[config.mk]
export PLATFORM = sky130hd
export DESIGN_NAME = ami_sector_responder
export DESIGN_NICKNAME = d
export VERILOG_FILES = /design/src/rtl/ami_sector_responder.sv
export SDC_FILE = /design/constraint.sdc
export NUM_CORES = 2
export LEC_CHECK = 0
export BUFFER_PORTS_ARGS = -buffer_cell sky130_fd_sc_hd__buf_2
export CORE_AREA = 5 5 473 475
export DETAILED_ROUTE_END_ITERATION = 8
export DIE_AREA = 0 0 478 480
export PLACE_DENSITY_LB_ADDON = 0.12
export SETUP_SLACK_MARGIN = 0.15
export SLEW_MARGIN = 20
export SYNTH_ARGS = -nofsm -noshare
export SYNTH_HDL_FRONTEND = slang
export SYNTH_SLANG_ARGS = --single-unit
export TNS_END_PERCENT = 20
[constraint.sdc]
create_clock -name clk -period 44.2 [get_ports clk]
set_input_delay 2.21 -clock clk [delete_from_list [all_inputs] [get_ports clk]]
set_output_delay 2.21 -clock clk [all_outputs]
set_load 0.01 [all_outputs]
[src/rtl/ami_sector_responder.sv]
// ---------------------------------------------------------------------------
// ami_sector_responder
//   Memory-side responder for the AMI request bus. Accepts packed requests,
//   stores write data in a single block of NUM_SECTORS x SECTOR_WIDTH sectors
//   and returns packed responses for reads after RESP_LATENCY cycles.
//   Sector index = addr[5:3]; lower and higher address bits are ignored, so
//   every block address aliases onto the same store.
//
// Ports
//   clk             clock, all state on rising edge
//   rst             asynchronous, active-high reset
//   req_in          {size, data, addr, is_write, valid}
//   req_in_grant    request accepted this cycle (combinational)
//   resp_out        {size, data, valid}, registered
//   resp_out_grant  consumer accepts resp_out this cycle
//   err_bad_size    sticky: a request with a size other than 8 or 64 bytes
//                   was accepted
// ---------------------------------------------------------------------------
module ami_sector_responder #(
    parameter int ADDR_WIDTH   = 64,
    parameter int DATA_WIDTH   = 576,
    parameter int SIZE_WIDTH   = 6,
    parameter int NUM_SECTORS  = 8,
    parameter int SECTOR_WIDTH = 64,
    parameter int RESP_LATENCY = 2
) (
    input  logic                                   clk,
    input  logic                                   rst,
    input  logic [SIZE_WIDTH+DATA_WIDTH+ADDR_WIDTH+1:0] req_in,
    output logic                                   req_in_grant,
    output logic [SIZE_WIDTH+DATA_WIDTH:0]         resp_out,
    input  logic                                   resp_out_grant,
    output logic                                   err_bad_size
);

    localparam int REQ_W   = SIZE_WIDTH + DATA_WIDTH + ADDR_WIDTH + 2;
    localparam int IDX_W   = $clog2(NUM_SECTORS);
    localparam int OFF_W   = $clog2(SECTOR_WIDTH / 8);
    localparam int BLOCK_W = NUM_SECTORS * SECTOR_WIDTH;
    localparam int CNT_W   = 4;

    // A full-block size of 64 bytes does not fit in the 6-bit size field and
    // therefore travels as its truncated encoding (0).
    localparam logic [SIZE_WIDTH-1:0] SIZE_SECTOR = SIZE_WIDTH'(SECTOR_WIDTH / 8);
    localparam logic [SIZE_WIDTH-1:0] SIZE_BLOCK  = SIZE_WIDTH'(BLOCK_W / 8);

    typedef enum logic [1:0] {
        IDLE,
        WAIT,
        RESP
    } state_t;

    state_t                  state;
    logic [CNT_W-1:0]        cnt;
    logic [SIZE_WIDTH-1:0]   lat_size;
    logic [IDX_W-1:0]        lat_idx;
    logic [SECTOR_WIDTH-1:0] sectors [NUM_SECTORS];

    logic                    resp_valid;
    logic [SIZE_WIDTH-1:0]   resp_size;
    logic [DATA_WIDTH-1:0]   resp_data;
    logic                    err;

    // Request field decode
    logic                    req_valid;
    logic                    req_write;
    logic [ADDR_WIDTH-1:0]   req_addr;
    logic [DATA_WIDTH-1:0]   req_data;
    logic [SIZE_WIDTH-1:0]   req_size;
    logic [IDX_W-1:0]        req_idx;
    logic                    size_ok;

    assign req_valid = req_in[0];
    assign req_write = req_in[1];
    assign req_addr  = req_in[ADDR_WIDTH+1:2];
    assign req_data  = req_in[DATA_WIDTH+ADDR_WIDTH+1:ADDR_WIDTH+2];
    assign req_size  = req_in[REQ_W-1 -: SIZE_WIDTH];
    assign req_idx   = req_addr[OFF_W +: IDX_W];
    assign size_ok   = (req_size == SIZE_SECTOR) || (req_size == SIZE_BLOCK);

    logic unused_req_bits;
    assign unused_req_bits = ^{req_addr[ADDR_WIDTH-1:OFF_W+IDX_W],
                               req_addr[OFF_W-1:0],
                               req_data[DATA_WIDTH-1:BLOCK_W]};

    // Reset also masks the grant so nothing is accepted while rst is high.
    assign req_in_grant = (state == IDLE) && req_valid && !rst;

    assign resp_out     = {resp_size, resp_data, resp_valid};
    assign err_bad_size = err;

    // Read data assembled from the latched size/index; bad sizes return 0.
    logic [DATA_WIDTH-1:0] rd_data;
    always_comb begin
        rd_data = '0;
        if (lat_size == SIZE_SECTOR) begin
            rd_data[SECTOR_WIDTH-1:0] = sectors[lat_idx];
        end else if (lat_size == SIZE_BLOCK) begin
            for (int unsigned i = 0; i < NUM_SECTORS; i++) begin
                rd_data[i*SECTOR_WIDTH +: SECTOR_WIDTH] = sectors[i];
            end
        end
    end

    always_ff @(posedge clk or posedge rst) begin
        if (rst) begin
            state      <= IDLE;
            cnt        <= '0;
            lat_size   <= '0;
            lat_idx    <= '0;
            resp_valid <= 1'b0;
            resp_size  <= '0;
            resp_data  <= '0;
            err        <= 1'b0;
            for (int unsigned i = 0; i < NUM_SECTORS; i++) begin
                sectors[i] <= '0;
            end
        end else begin
            case (state)
                IDLE: begin
                    if (req_in_grant) begin
                        if (!size_ok) begin
                            err <= 1'b1;
                        end
                        if (req_write) begin
                            if (req_size == SIZE_SECTOR) begin
                                sectors[req_idx] <= req_data[SECTOR_WIDTH-1:0];
                            end else if (req_size == SIZE_BLOCK) begin
                                for (int unsigned i = 0; i < NUM_SECTORS; i++) begin
                                    sectors[i] <= req_data[i*SECTOR_WIDTH +: SECTOR_WIDTH];
                                end
                            end
                        end else begin
                            lat_size <= req_size;
                            lat_idx  <= req_idx;
                            cnt      <= CNT_W'(RESP_LATENCY);
                            state    <= WAIT;
                        end
                    end
                end
                WAIT: begin
                    // Data is sampled on the edge that enters RESP; no write
                    // can be accepted in WAIT, so the snapshot is coherent.
                    if (cnt == CNT_W'(1)) begin
                        state      <= RESP;
                        resp_valid <= 1'b1;
                        resp_size  <= lat_size;
                        resp_data  <= rd_data;
                    end else begin
                        cnt <= cnt - 1'b1;
                    end
                end
                RESP: begin
                    if (resp_out_grant) begin
                        state      <= IDLE;
                        resp_valid <= 1'b0;
                    end
                end
                default: state <= IDLE;
            endcase
        end
    end

endmodule

==> results.md <==
Worst setup path:
- Along the worst path, the maximum fanout reaches 53.
- STA classifies the critical path endpoint as a flip-flop.
- The critical path contains buffers and inverters numbering 4 combined.
- The signal on the critical path passes through buf_2, nor2_1, nand3_4, buf_4, buf_4, buf_4, mux2i_1, mux2_4.
- The startpoint identified for the worst register-to-register timing path is state[1].
- On the critical path the largest part of the delay comes from buffers and inverters.
- Among the stages of the critical path, the cell type that occurs most often is sky130_fd_sc_hd__buf_4.
- The endpoint of the most critical register-to-register path is resp_data[492].
- The number of cells on the critical path is 8.
- The stage delay of the slowest cell on the critical path is approximately 0.9 ns.
- The worst reg2reg path depth is 7.
- The worst setup path startpoint is req_in[647].
- The worst path required time is about 45 ns.
- The setup check on the worst reg-to-reg path leaves a slack of 39.64 ns.
- The critical path ends at sectors[156].
- At the worst endpoint, the arrival time is just over 6 ns.
- STA classifies the critical path startpoint as a primary input.
- The slowest stage of the critical path belongs to the cell sky130_fd_sc_hd__buf_4.
- The type of the setup path with the least slack is in -> reg.

GRT:
- The total global routing overflow is 0.
- The first-pass GRT wire length is roughly 330,000 um.
- The number of antenna violations at the first check in global routing is about 130.
- The largest net degree at the start of global routing is around 150.
- The number of global-route vias before repair is a little under 40,000.
- The total routing usage reported by global routing is roughly a fifth.

Power and ir drop:
- In this run the static leakage power is about 38 nW.
- The peak supply drop is 0.0392 mV.
- The power per unit of standard cell area is roughly 41 mW/mm^2.

Synthesis:
- The post-synthesis instance area is 0.0534 sq mm.
- The synthesized area divided by synthesized cell count is around 13 sq um.
- Yosys mapped the design onto 35 distinct sky130hd cell types.
- After technology mapping, the gate count stands at 4,260.
- The synthesized design contains 1,047 register bits.
- After synthesis, the cell types taking the most area are sky130_fd_sc_hd__dfrtp_1 49%, sky130_fd_sc_hd__mux2_4 12%, sky130_fd_sc_hd__mux2i_1 9.6%, sky130_fd_sc_hd__a22o_1 7.4%, sky130_fd_sc_hd__mux4_2 5.4%.
- The most area-hungry cell type in the Yosys netlist is sky130_fd_sc_hd__dfrtp_1.
- The proportion of synthesized chip area in sequential cells is between 40% and 50%.
- The top cell type's share of synthesized area is about half.
- The Yosys step of the flow raised 0 warnings.

Layout:
- The commonest non-fill, non-tap cell in the layout is sky130_fd_sc_hd__buf_2.
- The number of fill cells is 22,500.
- The fraction of final layout cells with drive strength greater than 1 is between 30% and 40%.
- In the final layout, the multi-input gates occupy 0.0232 sq mm.
- The area used by sequential logic in the layout is between 0.02 and 0.03 sq mm.
- The finished cells cover between 0.06 and 0.07 sq mm.
- In the final design database the tool counted 5,788 nets.
- The area added between synthesis and finish is 22.4%.
- The top cell types in the final layout, fill and taps aside, are 1,046 x sky130_fd_sc_hd__buf_2, 1,043 x sky130_fd_sc_hd__dfrtp_1, 512 x sky130_fd_sc_hd__mux2i_1, 452 x sky130_fd_sc_hd__inv_1, 451 x sky130_fd_sc_hd__nand2_1.

Routing:
- The total vias in the final route is between 30,000 and 40,000.
- For this block, the initial DRC count from the detailed router was roughly 2,700.
- In this run the remaining antenna-violating nets after routing total 0.
- The detailed-route vias per instance is about 4.7.
- The routed wirelength normalized by instance count is roughly 30 um.
- The wire length reported by the detailed router is between 200,000 and 250,000 um.
- In the routed design, unresolved DRC markers number 0.
- The first-pass detailed-route iteration total is 5.

Placement:
- Detailed placement ended at an HPWL of between 150,000 and 200,000 um.
- The count of port buffers added during placement is about 1,000.
- The instance area after placement is between 0.06 and 0.07 sq mm.
- The final estimated routing congestion in global placement is between 0.8 and 0.9.

Die:
- Row generation in the floorplan step produced approximately 170 rows.
- The area inside the core boundary is around 0.22 sq mm.
- For this design the top-level I/O count stands at between 1,000 and 1,500.
- The initial core utilization is between 20% and 30%.
- The die covers 0.229 sq mm.
- From bottom edge to top edge, the die measures about 480 um.
- The die is 478 um wide.

Min path:
- The worst hold path belongs to the class reg -> reg.
- The worst min-delay path startpoint is err_bad_size.

Timing:
- The post-layout minimum cycle time is 5.53 ns.
- Setup repair after global routing left no endpoint under its margin.
- At the pin with the least slew margin, the transition time is between 1 and 1.5 ns.
- The final-report hold violation count came to 0.
- Summed over all failing endpoints, the final setup total negative slack is 0 ns.
- Clock skew on the completed layout was measured at ~0.026 ns.
- In this run the tightest slew margin relative to its limit is a little over a quarter.
- Hold timing on the final database bottoms out at a slack of 0.451 ns.
- The final period utilization is about 13%.
- The number of slew-limit violations in the final report came to 0.
- The setup-violating endpoint count in the final report is 0.
- The peak clock frequency supported by timing is between 150 and 200 MHz.

Clock network:
- CTS saw roughly 1,000 sinks.
- At the later pin of the worst-skew pair, clock insertion delay measures between 0.8 and 0.9 ns.
- The maximum buffer depth of the clock tree is 3.
- The total of cells resized after clock tree synthesis is 0.
- The number of buffers created by CTS is 139.
- The clock tree from TritonCTS is built.
- The total number of H-tree levels is 4.
- Clock-pin slew was measured on the worst setup and hold paths at around 0.06 ns.
- Clock tree synthesis selected as its root buffer the cell sky130_fd_sc_hd__clkbuf_16.
- The quantity of hold-fixing buffers added after cts is 0.
- The post-CTS setup repair buffer count is 0.

Flow run:
- The number of max-cap violations is 0.

Outcome:
- The flow ran to the end, and the final reports show no timing, DRC or antenna violations.
sequential cells by signal (all words and copies together) (netlist names):
name          count
sectors         512
resp_valid        1
state             2
err_bad_size      1
lat_idx           3
lat_size          6
resp_size         6
resp_data       512
cnt               4
synth_stat cells (all sizes together):
library cell / n
and3: 1
a2111oi: 64
conb: 1
o21bai: 8
mux4: 128
clkbuf: 133
or3b: 1
mux2: 528
nor4b: 1
mux2i: 512
o21ai: 3
and3b: 3
a22o: 448
nor2b: 1
nand2: 452
nor3b: 3
ha: 2
nor3: 5
nor2: 69
nand4: 1
buf: 321
and2b: 1
nand2b: 1
dfrtp: 1047
nand3: 5
inv: 453
a21o: 66
xor2: 2
layout make-up:
cell class | count | share of cell area (%)
multi-input cells | 2369 | 35.6
diodes | 42 | 0.161
flip-flops and latches | 1047 | 40.1
clock buffers | 219 | 6.47
inverters | 453 | 2.62
clock inverters | 30 | 0.485
repair buffers | 1125 | 9.06
well taps | 2871 | 5.50
worst min-delay path by stage:
| stage | cells after the start | slack, ns | to |
|---|---|---|---|
| 2_1_floorplan | 2 | 0.47 | resp_valid |
| 3_3_place_gp | 1 | 0.45 | err_bad_size |
| 3_5_place_dp | 1 | 0.44 | err_bad_size |
| 4_1_cts | 1 | 0.45 | err_bad_size |
| 5_1_grt | 1 | 0.48 | resp_data[34] |
| 6_report | 1 | 0.45 | err_bad_size |
cells by family after synthesis:
kind of cell / share of synthesized area [%]
other cells: 0.00703
fa+ha+maj: 0.0469
xor+xnor: 0.0328
mux: 29.2
simple gates: 4.00
flops: 49.1
compound gates: 9.47
buf+inv: 8.09
per-stage QoR:
stage               utilization [%]  power [mW]  worst slack [ns]  instances
CTS                            29.8        2.73             38.70       8114
global route                   29.8        2.79             38.52       8145
global placement               27.7        1.55             37.71       7865
detailed placement             27.7        1.55             37.77       7865
finish                         29.8        2.67             38.67       8156
floorplan                         -        1.36             12.52       4323
per-layer routing:
layer / global-route usage [%] / vias up / share of wire [%]
met2: 31.7 / 1408 / 45
met4: 7.12 / 26 / 3.7
li1: - / 16600 / -
met5: 0 / - / 0.075
met3: 5.33 / 414 / 6.7
met1: 27.6 / 20000 / 44
worst reg2reg max path, delay by kind of cell, from the launching register on:
family          cells  cell delay [ns]
compound gates      1             0.30
simple gates        3             1.39
flops               1             0.41
buf+inv             3             2.40
report_power, final:
group / switching, mW / internal [mW]
Combinational: 0.267 / 0.181
Sequential: 0.0725 / 1.01
Clock: 0.478 / 0.670
Note: power is estimated with default switching activity, not from simulation.
